--- src/rtl/param_shift_reg_if.sv ---
// -----------------------------------------------------------------------------
// param_shift_reg_if
// Groups the control, data and status signals of param_shift_reg.
//   en          clock enable (0 = full hold of all state)
//   mode        3-bit operation select
//   sin         serial data in
//   pin         parallel load data
//   pout        register contents q
//   sout_l      q[WIDTH-1], next bit out on a left shift
//   sout_r      q[0], next bit out on a right shift
//   shift_cnt   shift/rotate ops since last load/clear/frame end
//   frame_done  one-cycle pulse when WIDTH shift/rotate ops have completed
// master: drives controls, observes status. slave: the shift register.
// -----------------------------------------------------------------------------
interface param_shift_reg_if #(
    parameter int WIDTH = 8,
    parameter int CNT_W = $clog2(WIDTH + 1)
);
    logic             en;
    logic [2:0]       mode;
    logic             sin;
    logic [WIDTH-1:0] pin;
    logic [WIDTH-1:0] pout;
    logic             sout_l;
    logic             sout_r;
    logic [CNT_W-1:0] shift_cnt;
    logic             frame_done;

    modport master (
        output en,
        output mode,
        output sin,
        output pin,
        input  pout,
        input  sout_l,
        input  sout_r,
        input  shift_cnt,
        input  frame_done
    );

    modport slave (
        input  en,
        input  mode,
        input  sin,
        input  pin,
        output pout,
        output sout_l,
        output sout_r,
        output shift_cnt,
        output frame_done
    );
endinterface

--- src/rtl/param_shift_reg.sv ---
// -----------------------------------------------------------------------------
// param_shift_reg
// Parametrised universal shift register with per-cycle mode select, clock
// enable, dual serial outputs and a shift-frame counter.
// Ports:
//   clk     rising-edge clock
//   rst     asynchronous reset, active-high
//   bus_if  slave side of param_shift_reg_if (en, mode, sin, pin in;
//           pout, sout_l, sout_r, shift_cnt, frame_done out)
// Modes: 0 HOLD, 1 SHL, 2 SHR, 3 ROL, 4 ROR, 5 LOAD, 6 ASR, 7 CLR.
// WIDTH legal range is 2..64; CNT_W is derived and must not be overridden.
// -----------------------------------------------------------------------------
module param_shift_reg #(
    parameter int WIDTH = 8,
    parameter int CNT_W = $clog2(WIDTH + 1)
) (
    input  logic                    clk,
    input  logic                    rst,
    param_shift_reg_if.slave        bus_if
);

    typedef enum logic [2:0] {
        ModeHold = 3'd0,
        ModeShl  = 3'd1,
        ModeShr  = 3'd2,
        ModeRol  = 3'd3,
        ModeRor  = 3'd4,
        ModeLoad = 3'd5,
        ModeAsr  = 3'd6,
        ModeClr  = 3'd7
    } mode_e;

    // Count value on which the next shift op completes a frame.
    localparam logic [CNT_W-1:0] CntLast = CNT_W'(WIDTH - 1);

    logic [WIDTH-1:0] r_q;
    logic [CNT_W-1:0] r_cnt;
    logic             r_frame_done;

    logic [WIDTH-1:0] w_q_next;
    logic [CNT_W-1:0] w_cnt_next;
    logic             w_frame_done_next;
    logic             w_is_shift;
    logic             w_is_restart;

    // Data path: next register contents for the selected mode.
    always_comb begin
        w_q_next     = r_q;
        w_is_shift   = 1'b0;
        w_is_restart = 1'b0;
        case (mode_e'(bus_if.mode))
            ModeHold: begin
                w_q_next = r_q;
            end
            ModeShl: begin
                w_q_next   = {r_q[WIDTH-2:0], bus_if.sin};
                w_is_shift = 1'b1;
            end
            ModeShr: begin
                w_q_next   = {bus_if.sin, r_q[WIDTH-1:1]};
                w_is_shift = 1'b1;
            end
            ModeRol: begin
                w_q_next   = {r_q[WIDTH-2:0], r_q[WIDTH-1]};
                w_is_shift = 1'b1;
            end
            ModeRor: begin
                w_q_next   = {r_q[0], r_q[WIDTH-1:1]};
                w_is_shift = 1'b1;
            end
            ModeLoad: begin
                w_q_next     = bus_if.pin;
                w_is_restart = 1'b1;
            end
            ModeAsr: begin
                w_q_next   = {r_q[WIDTH-1], r_q[WIDTH-1:1]};
                w_is_shift = 1'b1;
            end
            ModeClr: begin
                w_q_next     = '0;
                w_is_restart = 1'b1;
            end
            default: begin
                w_q_next = r_q;
            end
        endcase
    end

    // Frame counter: every shift/rotate counts regardless of direction; the
    // WIDTH-th op wraps the count and raises frame_done for one enabled cycle.
    always_comb begin
        w_cnt_next        = r_cnt;
        w_frame_done_next = 1'b0;
        if (w_is_shift) begin
            if (r_cnt == CntLast) begin
                w_cnt_next        = '0;
                w_frame_done_next = 1'b1;
            end else begin
                w_cnt_next = r_cnt + CNT_W'(1);
            end
        end else if (w_is_restart) begin
            w_cnt_next = '0;
        end
    end

    // en=0 freezes everything, including a pending frame_done pulse.
    always_ff @(posedge clk or posedge rst) begin
        if (rst) begin
            r_q          <= '0;
            r_cnt        <= '0;
            r_frame_done <= 1'b0;
        end else if (bus_if.en) begin
            r_q          <= w_q_next;
            r_cnt        <= w_cnt_next;
            r_frame_done <= w_frame_done_next;
        end
    end

    assign bus_if.pout       = r_q;
    assign bus_if.sout_l     = r_q[WIDTH-1];
    assign bus_if.sout_r     = r_q[0];
    assign bus_if.shift_cnt  = r_cnt;
    assign bus_if.frame_done = r_frame_done;

endmodule

--- src/flat_wrapper.sv ---
// flat-port wrapper written by rule: the top's interface ports become plain ports
module param_shift_reg_flat 
#(
    parameter int WIDTH = 8,
    parameter int CNT_W = $clog2(WIDTH + 1)
)
  (clk, rst, bus_if_en, bus_if_mode, bus_if_sin, bus_if_pin, bus_if_pout, bus_if_sout_l, bus_if_sout_r, bus_if_shift_cnt, bus_if_frame_done);
  param_shift_reg_if #(.WIDTH(WIDTH), .CNT_W(CNT_W)) bus_if_i ();
  input  logic clk;
  input  logic rst;
  input wire logic [$bits(bus_if_i.en)-1:0] bus_if_en;
  input wire logic [$bits(bus_if_i.mode)-1:0] bus_if_mode;
  input wire logic [$bits(bus_if_i.sin)-1:0] bus_if_sin;
  input wire logic [$bits(bus_if_i.pin)-1:0] bus_if_pin;
  output wire logic [$bits(bus_if_i.pout)-1:0] bus_if_pout;
  output wire logic [$bits(bus_if_i.sout_l)-1:0] bus_if_sout_l;
  output wire logic [$bits(bus_if_i.sout_r)-1:0] bus_if_sout_r;
  output wire logic [$bits(bus_if_i.shift_cnt)-1:0] bus_if_shift_cnt;
  output wire logic [$bits(bus_if_i.frame_done)-1:0] bus_if_frame_done;
  assign bus_if_i.en = bus_if_en;
  assign bus_if_i.mode = bus_if_mode;
  assign bus_if_i.sin = bus_if_sin;
  assign bus_if_i.pin = bus_if_pin;
  assign bus_if_pout = bus_if_i.pout;
  assign bus_if_sout_l = bus_if_i.sout_l;
  assign bus_if_sout_r = bus_if_i.sout_r;
  assign bus_if_shift_cnt = bus_if_i.shift_cnt;
  assign bus_if_frame_done = bus_if_i.frame_done;
  param_shift_reg #(.WIDTH(WIDTH), .CNT_W(CNT_W)) u_core (.clk(clk), .rst(rst), .bus_if(bus_if_i));
endmodule
--- config.mk ---
export PLATFORM = sky130hd
export DESIGN_NAME = param_shift_reg_flat
export DESIGN_NICKNAME = d
export VERILOG_FILES = /design/src/rtl/param_shift_reg_if.sv /design/src/rtl/param_shift_reg.sv /design/src/flat_wrapper.sv
export SDC_FILE = /design/constraint.sdc
export NUM_CORES = 1
export LEC_CHECK = 0
export CAP_MARGIN = 20
export CORE_MARGIN = 2
export CORE_UTILIZATION = 25
export DETAILED_ROUTE_END_ITERATION = 6
export HOLD_SLACK_MARGIN = 0.06
export PLACE_DENSITY = 0.47
export SYNTH_ARGS = -nofsm -noshare
export SYNTH_HDL_FRONTEND = slang
export SYNTH_SLANG_ARGS = --single-unit
--- constraint.sdc ---
create_clock -name clk -period 1.9 [get_ports clk]
set_input_delay 0.285 -clock clk [delete_from_list [all_inputs] [get_ports clk]]
set_output_delay 0.285 -clock clk [all_outputs]
set_load 0.02 [all_outputs]
== Word level (Yosys, flattened, before mapping) ==
Index checks and enable logic that the tools add are counted.
Storage, ports and cells
  bits in registers: 13
  latch bits: 0
  memory bits (writable): 0
  ROM bits: 0
  input port bits: 15
  output and inout port bits: 15
  logic and storage cells: 30
  memories: 0
Operators by class
  add/sub/neg operators: 1
  multiply operators: 0
  div/mod/pow operators: 0
  magnitude comparators: 0
  equality and inequality tests: 8
  shift-type cells: 0
  muxes and demuxes: 8
  bitwise logic cells: 2
  reductions and logical operators: 7
Operators by type and width (number)
  one-hot mux 8 bit (7 select lines): 1
  == test 3 bit, second input constant: 4
  2-to-1 mux 4 bit: 3
  == test 3 x 2 -> 1 bit, second input constant: 2
  OR reduction 5 bit: 1
  adder 4 x 1 -> 4 bit, second input constant: 1
  == test 4 x 3 -> 1 bit, second input constant: 1
  2-to-1 mux 1 bit: 4
  AND reduction 2 bit: 2
  == test 3 x 1 -> 1 bit, second input constant: 1
  logical NOT 3 bit: 1
  AND reduction 3 bit: 1
  NOT 1 bit: 2
  nonzero test 2 bit: 1
  OR reduction 2 bit: 1

== Longest topological paths before layout ==
  depth after elaboration: 5
  gate-level depth with buffers: 6
  gate-level depth less buffers: 4

== Worst setup path before layout ==
OpenSTA, ideal clock, no wires.
  path kind: input-to-reg
  from: input bus_if_mode[2]
  to: register u_core.r_cnt[0], in the netlist u_core.bus_if.shift_cnt[0]
  setup time: 0.096 ns
  arrival time: 1.122 ns
  required time: 1.804 ns
  setup slack: 0.682 ns
  stages on the path: 6
  path buffers: 2
  cell sequence: buf_2 -> or3_4 -> nand2_4 -> buf_6 -> nand2_1 -> o31ai_1
On the way
  cells in the longest elaborated chain, start to end: 5
  elaborated cells on any way between the ends: 14
  classes of those cells: eq/ne (7); mux (3); reduce/logical (4)
Ends and longest elaborated chain
  start: declaration: line flat_wrapper.sv:12  | input wire logic [$bits(bus_if_i.mode)-1:0] bus_if_mode;
  == test 3 x 1 -> 1 bit, or another cell as far along: line param_shift_reg.sv:51  | case (mode_e'(bus_if.mode))
  OR reduction 5 bit (no line) or OR reduction 2 bit (tied branches)
  2-to-1 mux 1 bit: line param_shift_reg.sv:51
  nonzero test 2 bit (no line)
  AND reduction 2 bit (no line)
  end signal: assignment: line param_shift_reg.sv:114  | r_cnt <= w_cnt_next;
  end: declaration: line param_shift_reg.sv:37  | logic [CNT_W-1:0] r_cnt;
Several ways; a longest one is shown, not always the timed one.
A chain may end at the register's enable or synchronous reset.

== Worst setup path after layout ==
  from: register u_core.r_q[0], in the netlist u_core.bus_if.pout[0]
  to: output bus_if_sout_r
RTL lines
  start: declaration: line param_shift_reg.sv:36  | logic [WIDTH-1:0] r_q;
  start signal: assignment: line param_shift_reg.sv:113  | r_q <= w_q_next;
  end: declaration: line flat_wrapper.sv:17  | output wire logic [$bits(bus_if_i.sout_r)-1:0] bus_if_sout_r;
No word-level cell between the ends.

==> flow_summary.html <==
<table>
<tr><th>Metric</th><th>Value</th></tr>
<tr><th colspan="2">Power</th></tr>
<tr><td>Sequential share of power</td><td>40.1%</td></tr>
<tr><td>Combinational share of power</td><td>between 40% and 50%</td></tr>
<tr><td>Clock share of power</td><td>17.0%</td></tr>
<tr><td>Design internal power</td><td>0.000646 W</td></tr>
<tr><td>Net switching share of the total power</td><td>roughly 38%</td></tr>
<tr><td>Worst IR drop on VDD</td><td>400 µV</td></tr>
<tr><td>Overall power consumption</td><td>0.00104 W</td></tr>
<tr><td>Psw</td><td>0.000392 W</td></tr>
<tr><td>Leakage dissipation</td><td>0.496 nW</td></tr>
<tr><td>Power per cell area</td><td>between 800 and 900 mW/mm²</td></tr>
<tr><th colspan="2">Final layout</th></tr>
<tr><td>ANT cells</td><td>0</td></tr>
<tr><td>Non-filler cells in the finished layout</td><td>178</td></tr>
<tr><td>Final design area excluding fillers</td><td>0.00123 mm²</td></tr>
<tr><td>Layout overhead on the synthesized area</td><td>45.1%</td></tr>
<tr><td>Share of layout cells above drive strength 1</td><td>12.1%</td></tr>
<tr><td>Total area of sequential cells</td><td>325 µm²</td></tr>
<tr><td>Post-layout net count</td><td>149</td></tr>
<tr><td># fillers</td><td>361</td></tr>
<tr><td>Multi-input combinational cell area</td><td>445 µm²</td></tr>
<tr><th colspan="2">Yosys</th></tr>
<tr><td>Average cell area after synthesis</td><td>8.63 µm²</td></tr>
<tr><td>Mapped cell area</td><td>846 µm²</td></tr>
<tr><td>Leading cell types by count after synthesis</td><td>sky130_fd_sc_hd__dfrtp_1 (13), sky130_fd_sc_hd__nand2_1 (13), sky130_fd_sc_hd__o21ai_0 (8)</td></tr>
<tr><td>Number of distinct library cells after synthesis</td><td>32</td></tr>
<tr><td>Synth async-reset ratio</td><td>100%</td></tr>
<tr><td>Cell taking the most area after synthesis</td><td>sky130_fd_sc_hd__dfrtp_1</td></tr>
<tr><td>Number of nets produced by synthesis</td><td>between 100 and 150</td></tr>
<tr><td>Leading post-synthesis cells by cell area</td><td>sky130_fd_sc_hd__dfrtp_1 (38%), sky130_fd_sc_hd__nand2_1 (5.8%), sky130_fd_sc_hd__a221oi_1 (5.2%), sky130_fd_sc_hd__o21ai_0 (4.7%), sky130_fd_sc_hd__nor2_1 (3.1%)</td></tr>
<tr><td>EDFF count, synth</td><td>0</td></tr>
<tr><td>Yosys Warn Count</td><td>0</td></tr>
<tr><td>Sequential area share after synthesis</td><td>38.5%</td></tr>
<tr><td>Fraction of synthesized cell area taken by the top area cell type</td><td>approximately two fifths</td></tr>
<tr><td>Post-Synthesis Cells</td><td>98</td></tr>
<tr><td>Number of storage elements in the synthesis netlist</td><td>13</td></tr>
<tr><td>Top flip-flop cell by instance count after synthesis</td><td>sky130_fd_sc_hd__dfrtp_1</td></tr>
<tr><th colspan="2">STA</th></tr>
<tr><td>Total count of hold-check failures in the final report</td><td>0</td></tr>
<tr><td>Summed negative setup slack over all endpoints</td><td>0 ns</td></tr>
<tr><td>Max-slew violation count</td><td>0</td></tr>
<tr><td>Max_slew headroom</td><td>roughly 64%</td></tr>
<tr><td>Transition time of the tightest slew-check pin</td><td>roughly 0.55 ns</td></tr>
<tr><td>Total setup violations reported at the end of the flow</td><td>0</td></tr>
<tr><td>Minimum period implied by the final worst setup slack</td><td>1.66 ns</td></tr>
<tr><td>Share of the clock period used by the worst path</td><td>between 80% and 90%</td></tr>
<tr><td>Top achievable clock speed</td><td>0.601 GHz</td></tr>
<tr><td>Worst Skew</td><td>0.000733 ns</td></tr>
<tr><td>Setup repair after global routing missed its margin</td><td>false</td></tr>
<tr><th colspan="2">Drt</th></tr>
<tr><td>Post-DR vias/cell</td><td>4.84</td></tr>
<tr><td>DR iter-0 viols</td><td>30</td></tr>
<tr><td>First-pass iteration count of the detailed router</td><td>4</td></tr>
<tr><td>Antenna violation net count after detailed routing</td><td>0</td></tr>
<tr><td>Final routed wirelength across all metal layers</td><td>2430 µm</td></tr>
<tr><td>WL per Instance</td><td>13.6 µm</td></tr>
<tr><td>Via count</td><td>862</td></tr>
<tr><td>Number of design rule violations left after detail routing</td><td>0</td></tr>
<tr><th colspan="2">Worst hold path</th></tr>
<tr><td>Type of the most critical hold path</td><td>in2async</td></tr>
<tr><th colspan="2">CTS</th></tr>
<tr><td>CTS tree</td><td>done</td></tr>
<tr><td>Clock-pin slew of the registers on the worst-case setup and hold paths</td><td>0.08 ns</td></tr>
<tr><td>Number of buffers between clock root and the deepest sink</td><td>2</td></tr>
<tr><td>Hold-fix buffers at CTS</td><td>0</td></tr>
<tr><td>Skew-Pair Late Insertion Delay</td><td>approximately 0.28 ns</td></tr>
<tr><td>PostCTS Resize Cnt</td><td>0</td></tr>
<tr><td>Number of CTS-inserted buffers</td><td>3</td></tr>
<tr><td>H-tree Lvls</td><td>1</td></tr>
<tr><td>Postcts setup bufs</td><td>0</td></tr>
<tr><td>Clock Tree Root</td><td>sky130_fd_sc_hd__clkbuf_4</td></tr>
<tr><td>Clock sink count</td><td>13</td></tr>
<tr><th colspan="2">Floorplanning</th></tr>
<tr><td>Count of boundary I/O pins</td><td>30</td></tr>
<tr><td>Core region area</td><td>0.00328 mm²</td></tr>
<tr><td>Rows</td><td>21</td></tr>
<tr><td>Full die area</td><td>~0.0039 mm²</td></tr>
<tr><td>Die width</td><td>62.2 µm</td></tr>
<tr><td>Starting utilization of the core area</td><td>25.8%</td></tr>
<tr><td>Chip height</td><td>62.2 µm</td></tr>
<tr><th colspan="2">Global route</th></tr>
<tr><td>Pin count of the biggest net entering global routing</td><td>18</td></tr>
<tr><td>Antenna violations before repair</td><td>0</td></tr>
<tr><td>Global router's overall resource usage</td><td>between 10% and 20%</td></tr>
<tr><td>Overflow after GRT</td><td>0</td></tr>
<tr><td>First-pass GRT wire length</td><td>4050 µm</td></tr>
<tr><td>Number of global-route vias before repair</td><td>about 830</td></tr>
<tr><th colspan="2">Setup path</th></tr>
<tr><td>CP delay by family, top</td><td>buffers and inverters</td></tr>
<tr><td>Worst endpoint data arrival time</td><td>approximately 1.4 ns</td></tr>
<tr><td>Buffering stage count on the worst path with inverters included</td><td>1</td></tr>
<tr><td>Data required, critical path</td><td>1.62 ns</td></tr>
<tr><td>R2r worst-path depth</td><td>4</td></tr>
<tr><td>Critical path cell sequence</td><td>clkdlybuf4s50_1</td></tr>
<tr><td>FF-to-FF setup slack</td><td>between 0.7 and 0.8 ns</td></tr>
<tr><td>Biggest cell delay along the critical path</td><td>0.65 ns</td></tr>
<tr><td>Worst setup EP type</td><td>output port</td></tr>
<tr><td>Critical setup path kind</td><td>reg2out</td></tr>
<tr><td>Endpoint of the most critical register-to-register path</td><td>u_core.bus_if.pout[7]</td></tr>
<tr><td>Worst Path Max Fanout</td><td>5</td></tr>
<tr><td>Worst r2r src</td><td>u_core.bus_if.pout[0]</td></tr>
<tr><td>Max stage delay cell, worst path</td><td>sky130_fd_sc_hd__clkdlybuf4s50_1</td></tr>
<tr><td>Nature of the critical path startpoint</td><td>register</td></tr>
<tr><th colspan="2">Placement</th></tr>
<tr><td>Buffers added on ports</td><td>29</td></tr>
<tr><td>Routability-driven placement congestion ratio</td><td>between 0.7 and 0.8</td></tr>
<tr><td>Cells after DPL</td><td>174</td></tr>
<tr><td>Instance area after placement</td><td>0.00120 mm²</td></tr>
<tr><td>Hpwl dp</td><td>roughly 1800 µm</td></tr>
<tr><th colspan="2">Run</th></tr>
<tr><td>Max-cap check violation count</td><td>0</td></tr>
<tr><th colspan="2">Status</th></tr>
<tr><td>Result of the run</td><td>complete, no violations</td></tr>
</table>
[worst max path at each step]
stage | from | to | slack [ns] | depth (start not counted)
after CTS | u_core.bus_if.pout[0] | bus_if_sout_r | 0.21 | 1
after global placement | bus_if_mode[2] | u_core.bus_if.pout[7] | 0.1 | 5
after global routing | u_core.bus_if.pout[0] | bus_if_pout[0] | 0.19 | 1
after detailed placement | bus_if_mode[1] | u_core.bus_if.shift_cnt[3] | 0.10 | 5
final | u_core.bus_if.pout[0] | bus_if_sout_r | 0.24 | 1
after floorplan | bus_if_mode[2] | u_core.bus_if.shift_cnt[0] | 0.68 | 6
[placed cells by master, fill, tap and decap left out, drive strengths merged, types with 2 or more instances in the layout]
cell / count
nand3: 5
nor2: 7
clkdlybuf4s50: 29
o21ai: 9
o31ai: 3
o22ai: 2
clkbuf: 4
inv: 4
nand2b: 4
a21oi: 5
buf: 9
nor3b: 3
nand2: 14
dfrtp: 13
a221oi: 5
nor2b: 2
[layer usage]
metal	part of all wire, %	track usage (%)	wire (µm)	vias to the layer above
met5	0	0	0	-
met4	0.78	3.33	19	0
met3	4.8	4.71	117	2
met2	50	21.6	1200	21
met1	45	16.6	1090	416
li1	-	-	-	423
[state kept, by name (all words and copies together), names as in the netlist]
signal and cells:
u_core.bus_if.pout 8, u_core.bus_if.shift_cnt 4, u_core.bus_if.frame_done 1
[power by group through the flow]
stage / clock, W / combinational (W) / sequential, W
floorplan: 0 / 0.000175 / 0.000480
global placement: 0 / 0.000447 / 0.000425
detailed placement: 0 / 0.000449 / 0.000424
CTS: 0.000189 / 0.000451 / 0.000418
global route: 0.000197 / 0.000487 / 0.000428
finish: 0.000176 / 0.000446 / 0.000416
[cells by family after synthesis]
group           Yosys count  synth area share, %
flops                    13                 38.5
simple gates             38                 22.9
mux                       2                 2.51
compound gates           31                 24.7
buf+inv                  12                 8.87
fa+ha+maj                 1                 1.48
xor+xnor                  1                 1.04
[through the flow]
stage               util [%]  hold slack [ns]  setup slack [ns]
global placement        36.6            0.500            0.0974
global route            37.4            0.408             0.189
finish                  37.4            0.347             0.237
CTS                     37.4            0.368             0.209
floorplan                  -            0.162             0.682
detailed placement      36.6            0.507             0.101
[layout make-up]
type                    count  area share, %
clock buffers               4           2.14
repair buffers             38           29.2
inverters                   4           1.22
multi-input cells          73           36.3
well taps                  46           4.69
flip-flops and latches     13           26.5
No activity file was read; power rests on OpenSTA's default activity.
